$ cat src/rtl/lvl_states_pkg.sv
// Shared definitions for the level-states BRAM and its arbiter.
// Covers BRAM geometry, arbiter FSM encoding and requester index assignments.
// Imported by the arbiter top and its round-robin picker.
package lvl_states_pkg;

  // BRAM word is {bin_id, has_bkt}
  localparam int WIDTH_LVL_STATES      = 11;
  localparam int ADDR_WIDTH_LVL_STATES = 9;

  typedef enum logic [1:0] {
    IDLE = 2'd0,
    OWN  = 2'd1,
    GAP  = 2'd2
  } arb_state_e;

  // Requester slots inside bin_manager
  localparam int REQ_FIND_BKT = 0;
  localparam int REQ_RECORD   = 1;
  localparam int REQ_CLEAR    = 2;

endpackage

$ cat src/rtl/lvl_states_arbiter_rr_pick_first.sv
// rr_pick_first: combinational round-robin picker. It returns the first set bit
// of req, searching upward from ptr with wraparound.
// Ports: req (request vector), ptr (start index) -> onehot, idx, any (a bit was found).
// Latency: purely combinational. No state and no backpressure.
module rr_pick_first
  import lvl_states_pkg::*;
#(
  parameter int N    = 3,
  parameter int IDXW = (N > 1) ? $clog2(N) : 1
) (
  input  logic [N-1:0]    req,
  input  logic [IDXW-1:0] ptr,
  output logic [N-1:0]    onehot,
  output logic [IDXW-1:0] idx,
  output logic            any
);

  // Walk the offsets from the farthest down to the nearest. The nearest set
  // bit is written last, so it wins.
  always_comb begin
    onehot = '0;
    idx    = '0;
    any    = 1'b0;
    for (int off = N - 1; off >= 0; off--) begin
      if (req[(int'(ptr) + off) % N]) begin
        idx = IDXW'((int'(ptr) + off) % N);
        any = 1'b1;
      end
    end
    onehot[idx] = any;
  end

endmodule

$ cat src/rtl/lvl_states_arbiter.sv
// lvl_states_arbiter: round-robin ownership arbiter for the single level-states BRAM.
// Ports: clk/rst (sync, active-low); per-requester apply_i/rd_en_i/raddr_i/we_i/waddr_i/wdata_i;
//   grant_o (one-hot), rvalid_o, rdata_o (broadcast); ram_* connect to the BRAM; err_o is sticky.
// Latency: the grant appears 1 cycle after apply, and rvalid_o follows rd_en by 1 cycle.
//   Each hand-over inserts one GAP cycle. A request that is not granted waits.
module lvl_states_arbiter
  import lvl_states_pkg::*;
#(
  parameter int NUM_REQ               = 3,
  parameter int WIDTH_LVL_STATES      = lvl_states_pkg::WIDTH_LVL_STATES,
  parameter int ADDR_WIDTH_LVL_STATES = lvl_states_pkg::ADDR_WIDTH_LVL_STATES
) (
  input  logic                                     clk,
  input  logic                                     rst,
  input  logic [NUM_REQ-1:0]                       apply_i,
  input  logic [NUM_REQ-1:0]                       rd_en_i,
  input  logic [NUM_REQ*ADDR_WIDTH_LVL_STATES-1:0] raddr_i,
  input  logic [NUM_REQ-1:0]                       we_i,
  input  logic [NUM_REQ*ADDR_WIDTH_LVL_STATES-1:0] waddr_i,
  input  logic [NUM_REQ*WIDTH_LVL_STATES-1:0]      wdata_i,
  output logic [NUM_REQ-1:0]                       grant_o,
  output logic [NUM_REQ-1:0]                       rvalid_o,
  output logic [WIDTH_LVL_STATES-1:0]              rdata_o,
  output logic [ADDR_WIDTH_LVL_STATES-1:0]         ram_raddr_o,
  input  logic [WIDTH_LVL_STATES-1:0]              ram_rdata_i,
  output logic                                     ram_we_o,
  output logic [ADDR_WIDTH_LVL_STATES-1:0]         ram_waddr_o,
  output logic [WIDTH_LVL_STATES-1:0]              ram_wdata_o,
  output logic                                     err_o
);

  localparam int IDXW = (NUM_REQ > 1) ? $clog2(NUM_REQ) : 1;
  localparam int AW   = ADDR_WIDTH_LVL_STATES;
  localparam int DW   = WIDTH_LVL_STATES;

  arb_state_e          state, state_nxt;
  logic [NUM_REQ-1:0]  grant, grant_nxt;
  logic [IDXW-1:0]     owner, owner_nxt;
  logic [IDXW-1:0]     rr_ptr, rr_ptr_nxt;
  logic                rv_pend;
  logic [IDXW-1:0]     rv_idx;
  logic                err;

  logic [NUM_REQ-1:0]  pick_onehot;
  logic [IDXW-1:0]     pick_idx;
  logic                pick_any;

  logic                own_act;
  logic                viol;

  rr_pick_first #(
    .N    (NUM_REQ),
    .IDXW (IDXW)
  ) u_pick (
    .req    (apply_i),
    .ptr    (rr_ptr),
    .onehot (pick_onehot),
    .idx    (pick_idx),
    .any    (pick_any)
  );

  // Asserting rst releases the BRAM in the same cycle, so a burst interrupted
  // by reset issues no further write. The grant register clears at the edge.
  assign own_act = rst && (state == OWN);

  // Datapath mux driven by the registered owner
  always_comb begin
    ram_raddr_o = '0;
    ram_we_o    = 1'b0;
    ram_waddr_o = '0;
    ram_wdata_o = '0;
    if (own_act) begin
      ram_raddr_o = raddr_i[int'(owner)*AW +: AW];
      ram_we_o    = we_i[owner];
      if (we_i[owner]) begin
        ram_waddr_o = waddr_i[int'(owner)*AW +: AW];
        ram_wdata_o = wdata_i[int'(owner)*DW +: DW];
      end
    end
  end

  // A strobe from any non-owner is a protocol error. It is never forwarded
  // because the mux above only looks at the owner's lanes.
  assign viol = (|((we_i | rd_en_i) & ~grant)) || ($countones(grant) > 1);

  // Next-state logic for the ownership FSM
  always_comb begin
    state_nxt  = state;
    grant_nxt  = grant;
    owner_nxt  = owner;
    rr_ptr_nxt = rr_ptr;
    case (state)
      IDLE: begin
        if (pick_any) begin
          grant_nxt = pick_onehot;
          owner_nxt = pick_idx;
          state_nxt = OWN;
        end
      end
      OWN: begin
        if (!apply_i[owner]) begin
          grant_nxt  = '0;
          rr_ptr_nxt = (owner == IDXW'(NUM_REQ - 1)) ? '0 : owner + 1'b1;
          state_nxt  = GAP;
        end
      end
      GAP: begin
        // This cycle lets a read issued in the last OWN cycle return
        // before another requester can take the BRAM.
        state_nxt = IDLE;
      end
      default: begin
        grant_nxt = '0;
        state_nxt = IDLE;
      end
    endcase
  end

  always_ff @(posedge clk) begin
    if (!rst) begin
      state   <= IDLE;
      grant   <= '0;
      owner   <= '0;
      rr_ptr  <= '0;
      rv_pend <= 1'b0;
      rv_idx  <= '0;
      err     <= 1'b0;
    end else begin
      state   <= state_nxt;
      grant   <= grant_nxt;
      owner   <= owner_nxt;
      rr_ptr  <= rr_ptr_nxt;
      rv_pend <= own_act && rd_en_i[owner];
      rv_idx  <= owner;
      err     <= err | viol;
    end
  end

  always_comb begin
    rvalid_o = '0;
    if (rv_pend) rvalid_o[rv_idx] = 1'b1;
  end

  assign grant_o = grant;
  assign rdata_o = ram_rdata_i;
  assign err_o   = err;

endmodule

$ cat config.mk
export PLATFORM = sky130hd
export DESIGN_NAME = lvl_states_arbiter
export DESIGN_NICKNAME = d
export VERILOG_FILES = /design/src/rtl/lvl_states_pkg.sv /design/src/rtl/lvl_states_arbiter_rr_pick_first.sv /design/src/rtl/lvl_states_arbiter.sv
export SDC_FILE = /design/constraint.sdc
export NUM_CORES = 1
export LEC_CHECK = 0
export CORE_MARGIN = 3
export CORE_UTILIZATION = 35
export CTS_CLUSTER_DIAMETER = 60
export DETAILED_ROUTE_END_ITERATION = 8
export MAX_ROUTING_LAYER = met4
export PLACE_DENSITY = 0.88
export RECOVER_POWER = 100
export SLEW_MARGIN = 25
export SYNTH_ARGS = -nofsm -noshare
export SYNTH_HDL_FRONTEND = slang
export SYNTH_HIERARCHICAL = 1
export SYNTH_SLANG_ARGS = --single-unit
$ cat constraint.sdc
create_clock -name clk -period 6.2 [get_ports clk]
set_input_delay 0.93 -clock clk [delete_from_list [all_inputs] [get_ports clk]]
set_output_delay 0.93 -clock clk [all_outputs]
set_load 0.03 [all_outputs]
==> impl_metrics.json, run 1 <==
{
  "status": "completed",
  "cts_tree": "done",
  "p_leak_nw": 1.20,
  "hold_viol_final": 0,
  "antennaDiodeCount": 0,
  "setup_ws_ps": 1830,
  "core_mm2": 0.00482,
  "syn_area_mm2": 0.00179,
  "rsz0062_at_grt": "no",
  "drt-vias-per-instance": 5.28,
  "async_reset_ff_share_pct": 0,
  "synth_nets": 340,
  "synth_compound_area_share_pct": 24.5,
  "synth_top_family_by_area": "simple AND/OR/NAND/NOR gates",
  "grt_pass1_vias": 2241,
  "drive_above_1_share_pct": 6.49,
  "grt.total_usage_pct": 21.2,
  "layout_commonest_cell": "clkdlybuf4s50_1",
  "synth.area.top_cells": "mux2i_1 19%, dfxtp_1 15%, a2bb2oi_1 11%",
  "io_pins": 157,
  "grt_pass1_wl_mm": 10.2,
  "grt_max_degree": 33,
  "netlist.area_leader.share_pct": 19.1,
  "post_drt_wl_per_cell_um": 15.5,
  "cp-start-kind": "input port",
  "clockRootBuffer": "clkbuf_8",
  "clock-skew-final_ps": 3.39,
  "drt_wl_total_mm": 6.29,
  "crit_end": "ram_wdata_o[2]",
  "synth_area_leader_cell": "mux2i_1",
  "cts_max_level": 1,
  "final_core_util_pct": 63.6,
  "reg2reg_to": "grant_o[1]",
  "die_y_um": 77.4,
  "fp-row-count": 25,
  "drv_cap": 0,
  "clock_sinks": 13,
  "ctsResizeCount": 0,
  "antenna_found_initial": 0,
  "gr-total-overflow": 0,
  "numCtsBuffers": 3,
  "place.gp.congestion": 0.904,
  "route.vias.total": 2142,
  "end_kind": "primary output",
  "worstMarginPinSlew_ps": 1060,
  "fin_crit_ps": 4370,
  "synthMuxAreaShare_pct": 19.7,
  "finalSetupViolCount": 0,
  "cts_hold_buffers": 0,
  "slew_violations": 0,
  "crit_arrival_ps": 3440,
  "drc": 0,
  "cp.required_ps": 5270,
  "tns_ps": 0,
  "area_growth_pct": 71.7,
  "power_density_mw_per_mm2": 150,
  "first_pass_iters": 4,
  "final_net_count": 453,
  "fin_crit_sh_pct": 70.5,
  "hold_path_class": "reg -> reg",
  "synth_edf_count": 0,
  "drt_iter0_markers": 136,
  "yosysUniqueCellTypes": 46,
  "cts_max_path_buffers": 2,
  "insertion_delay_ps": 240,
  "critPathKind": "in -> out",
  "stdcell_area_mm2": 0.00307,
  "r2r-start": "rr_ptr[0]",
  "place_worst_setup_slack_ps": 1920,
  "dpl_cell_area_mm2": 0.00304,
  "power_mw": 0.461,
  "clk_pin_slew_ps": 50,
  "synthXorXnorAreaFrac_pct": 0,
  "fp.dieArea_mm2": 0.00599,
  "rr_worst_depth": 8,
  "ir_drop_v": 0.000103,
  "relSlewSlack_pct": 29.2,
  "yosysWarnings": 6,
  "yosysSeqAreaShare_pct": 14.6,
  "crit_fanout": 32,
  "portBuffers": 134,
  "syn_inst": 227,
  "ys_ff_latch": 13,
  "dp_hpwl_mm": 4.95,
  "final_cell_mix": "93 x clkdlybuf4s50_1, 41 x dlygate4sd3_1, 34 x mux2i_1, 21 x a2bb2oi_1, 21 x nor3_1",
  "cts_setup_buffers": 0,
  "syn_area_per_cell_um2": 7.87,
  "regToRegSetupSlack_ps": 3530,
  "max_freq_ghz": 0.229,
  "synth_fa_ha_area_share_pct": 2.80,
  "synthSimpleGateAreaFrac_pct": 25.6,
  "startpoint": "rst",
  "antenna_left": 0,
  "synthFlopType": "dfxtp_1",
  "die_x_um": 77.4,
  "initial_core_util_pct": 37.1
}
## sequential cells by signal, summed over array words and instances, names as in the netlist
| register | count |
|---|---|
| rv_pend | 1 |
| grant_o | 3 |
| owner | 2 |
| err_o | 1 |
| rv_idx | 2 |
| rr_ptr | 2 |
| state | 2 |
## critical path, cell delays in order
cell	delay, ps
dlygate4sd3_1	670
nand2_1	660
nor3_1	390
dlygate4sd3_1	780
## logic make-up (layout without fill, tap and decap cells)
kind of cell | after synthesis | in the layout
multiplexers | 35 | 35
adder cells (fa/ha/maj) | 4 | 4
AND/OR/NAND/NOR | 81 | 81
AO/OA/AOI/OAI | 58 | 58
flip-flops | 13 | 13
buffers and inverters | 36 | 148
## routing by layer
metal  track usage, %  vias up  part of all wire, %
met4             7.83        0                  3.3
met3             4.99       20                  6.9
li1                 -     1052                    -
met1             24.9      953                   40
met2             35.3      117                   50
met5                -        -                    0
## synthesized netlist by cell type (all sizes together), types with 2 or more instances
| cell type | number |
|---|---|
| a21o | 2 |
| a21oi | 14 |
| a2bb2oi | 22 |
| a311oi | 3 |
| a31o | 2 |
| and2 | 3 |
| buf | 26 |
| clkbuf | 3 |
| dfxtp | 13 |
| ha | 4 |
| inv | 7 |
| mux2i | 34 |
| nand2 | 19 |
| nand2b | 2 |
| nand3 | 3 |
| nand3b | 2 |
| nor2 | 11 |
| nor2b | 3 |
| nor3 | 21 |
| nor3b | 3 |
| o211ai | 2 |
| o21ai | 7 |
| or2 | 9 |
## worst min-delay path by stage
stage | from | slack, ps | to | cells after the start
6_report | err_o | 490 | err_o | 1
5_1_grt | err_o | 520 | err_o | 1
4_1_cts | err_o | 490 | err_o | 1
3_5_place_dp | err_o | 480 | err_o | 1
3_3_place_gp | err_o | 470 | err_o | 1
2_1_floorplan | rr_ptr[0] | 490 | rr_ptr[0] | 1
## power breakdown
part | switching [mW] | internal [mW] | total [mW] | leakage, nW
Combinational | 0.132 | 0.146 | 0.278 | 1.07
Sequential | 0.0165 | 0.0918 | 0.108 | 0.107
Clock | 0.0294 | 0.0454 | 0.0747 | 0.0228
Total | 0.178 | 0.283 | 0.461 | 1.20
## area by class of cell
type	instances	area [um^2]
Multi-Input combinational cell	178	1280
Clock buffer	4	45.0
Inverter	7	26.3
Fill cell	420	1750
Tap cell	67	83.8
Timing Repair Buffer	137	1360
Sequential cell	13	262
## metrics by stage
step                      hold slack, ps  std cells
after floorplan                      490        227
after global placement               468        402
after detailed placement             482        402
after CTS                            494        406
after global routing                 520        406
final                                487        406
(Power assumes the default switching activity.)
==> run 2: changes to the inputs <==
--- a/config.mk
+++ b/config.mk
@@ -6,11 +6,11 @@
 export NUM_CORES = 1
 export LEC_CHECK = 0
 export CORE_MARGIN = 3
-export CORE_UTILIZATION = 35
+export CORE_UTILIZATION = 32
 export CTS_CLUSTER_DIAMETER = 60
 export DETAILED_ROUTE_END_ITERATION = 8
 export MAX_ROUTING_LAYER = met4
-export PLACE_DENSITY = 0.88
+export PLACE_DENSITY = 0.82
 export RECOVER_POWER = 100
 export SLEW_MARGIN = 25
 export SYNTH_ARGS = -nofsm -noshare
==> constraint.sdc (replaced) <==
create_clock -name clk -period 4.4 [get_ports clk]
set_input_delay 0.66 -clock clk [delete_from_list [all_inputs] [get_ports clk]]
set_output_delay 0.66 -clock clk [all_outputs]
set_load 0.03 [all_outputs]
==> impl_metrics.json, run 2 (same netlist as run 1, synthesis figures left out) <==
{
  "ir_drop_v": 0.000133,
  "status": "completed",
  "drc": 0,
  "power_density_mw_per_mm2": 213,
  "area_growth_pct": 72.2,
  "clock_sinks": 13,
  "drt_wl_total_mm": 6.54,
  "cts_hold_buffers": 0,
  "largest_reg_flops": 3,
  "drv_cap": 0,
  "gr-total-overflow": 0,
  "post_drt_wl_per_cell_um": 16.0,
  "finalSetupViolCount": 0,
  "final_cell_mix": "97 x clkdlybuf4s50_1, 37 x dlygate4sd3_1, 34 x mux2i_1, 21 x a2bb2oi_1, 21 x nor3_1",
  "drt_iter0_markers": 115,
  "cp.required_ps": 3740,
  "setup_ws_ps": 617,
  "layout_commonest_cell": "clkdlybuf4s50_1",
  "fp.dieArea_mm2": 0.00651,
  "place_inst": 406,
  "io_pins": 157,
  "fp-row-count": 26,
  "portBuffers": 134,
  "place_worst_setup_slack_ps": 910,
  "relSlewSlack_pct": 33.1,
  "grt_pass1_wl_mm": 9.85,
  "numCtsBuffers": 3,
  "initial_core_util_pct": 34.1,
  "hold_viol_final": 0,
  "core_mm2": 0.00524,
  "fin_crit_sh_pct": 86.0,
  "antenna_left": 0,
  "clk_pin_slew_ps": 60,
  "critPathKind": "reg -> out",
  "tns_ps": 0,
  "p_leak_nw": 1.19,
  "antennaDiodeCount": 0,
  "insertion_delay_ps": 250,
  "cts_max_path_buffers": 2,
  "hold_path_class": "reg -> reg",
  "cts_setup_buffers": 0,
  "worst_hold_slack_ps": 492,
  "cp-start-kind": "flip-flop",
  "route.vias.total": 2158,
  "ctsResizeCount": 0,
  "clock-skew-final_ps": 7.39,
  "dp_hpwl_mm": 5.17,
  "clockRootBuffer": "clkbuf_8",
  "die_y_um": 80.7,
  "final_net_count": 454,
  "worstMarginPinSlew_ps": 1000,
  "grt_pass1_vias": 2105,
  "first_pass_iters": 4,
  "fin_crit_ps": 3780,
  "stdcell_count": 410,
  "grt.total_usage_pct": 19.4,
  "drive_above_1_share_pct": 6.76,
  "antenna_found_initial": 0,
  "grt_max_degree": 33,
  "slew_violations": 0,
  "rsz0062_at_grt": "no",
  "crit_fanout": 25,
  "max_freq_ghz": 0.264,
  "cts_max_level": 1,
  "cts_tree": "done",
  "place.gp.congestion": 0.822,
  "die_x_um": 80.7,
  "crit_arrival_ps": 3120,
  "drt-vias-per-instance": 5.26,
  "end_kind": "primary output"
}
-- run 2: final cells by class --
type,count,area [um^2]
repair buffers,138,1370
well taps,70,87.6
clock buffers,3,41.3
inverters,7,26.3
fillers,469,2160
multi-input cells,178,1280
flip-flops and latches,13,260
clock inverters,1,5.00
-- run 2: critical path, cell delays in order, from the launching register on --
cell	delay [ps]
dfxtp_1	760
clkbuf_2	770
mux2i_1	150
or2_2	290
a21oi_1	120
dlygate4sd3_1	760
-- run 2: final timing paths --
path	startpoint	to	slack (ps)	cells past startpoint
worst max-delay path	owner[0]	ram_raddr_o[2]	620	5
worst min-delay path	err_o	err_o	490	1
worst max register to register	rr_ptr[0]	grant_o[0]	1720	8
worst min register to register	err_o	err_o	490	1
-- run 2: through the flow --
stage	util, %	power [mW]	instance area (um^2)
finish	58.7	0.655	3070
global route	58.7	0.696	3070
CTS	59.1	0.670	3100
detailed placement	58.2	0.562	3050
global placement	58.2	0.555	3050
floorplan	-	0.422	1790
-- run 2: layer usage --
metal  part of all wire [%]  vias up  track usage, %
met1                     40      981            23.1
met4                    2.2        0            5.91
met2                     51      112            33.5
met5                      0        -               -
met3                    6.7       15            3.03
li1                       -     1050               -
-- run 2: where the power goes --
group | switching (mW) | total, mW | internal [mW]
combinational | 0.190 | 0.397 | 0.208
sequential | 0.0208 | 0.150 | 0.129
clock | 0.0452 | 0.108 | 0.0626
total | 0.256 | 0.655 | 0.400
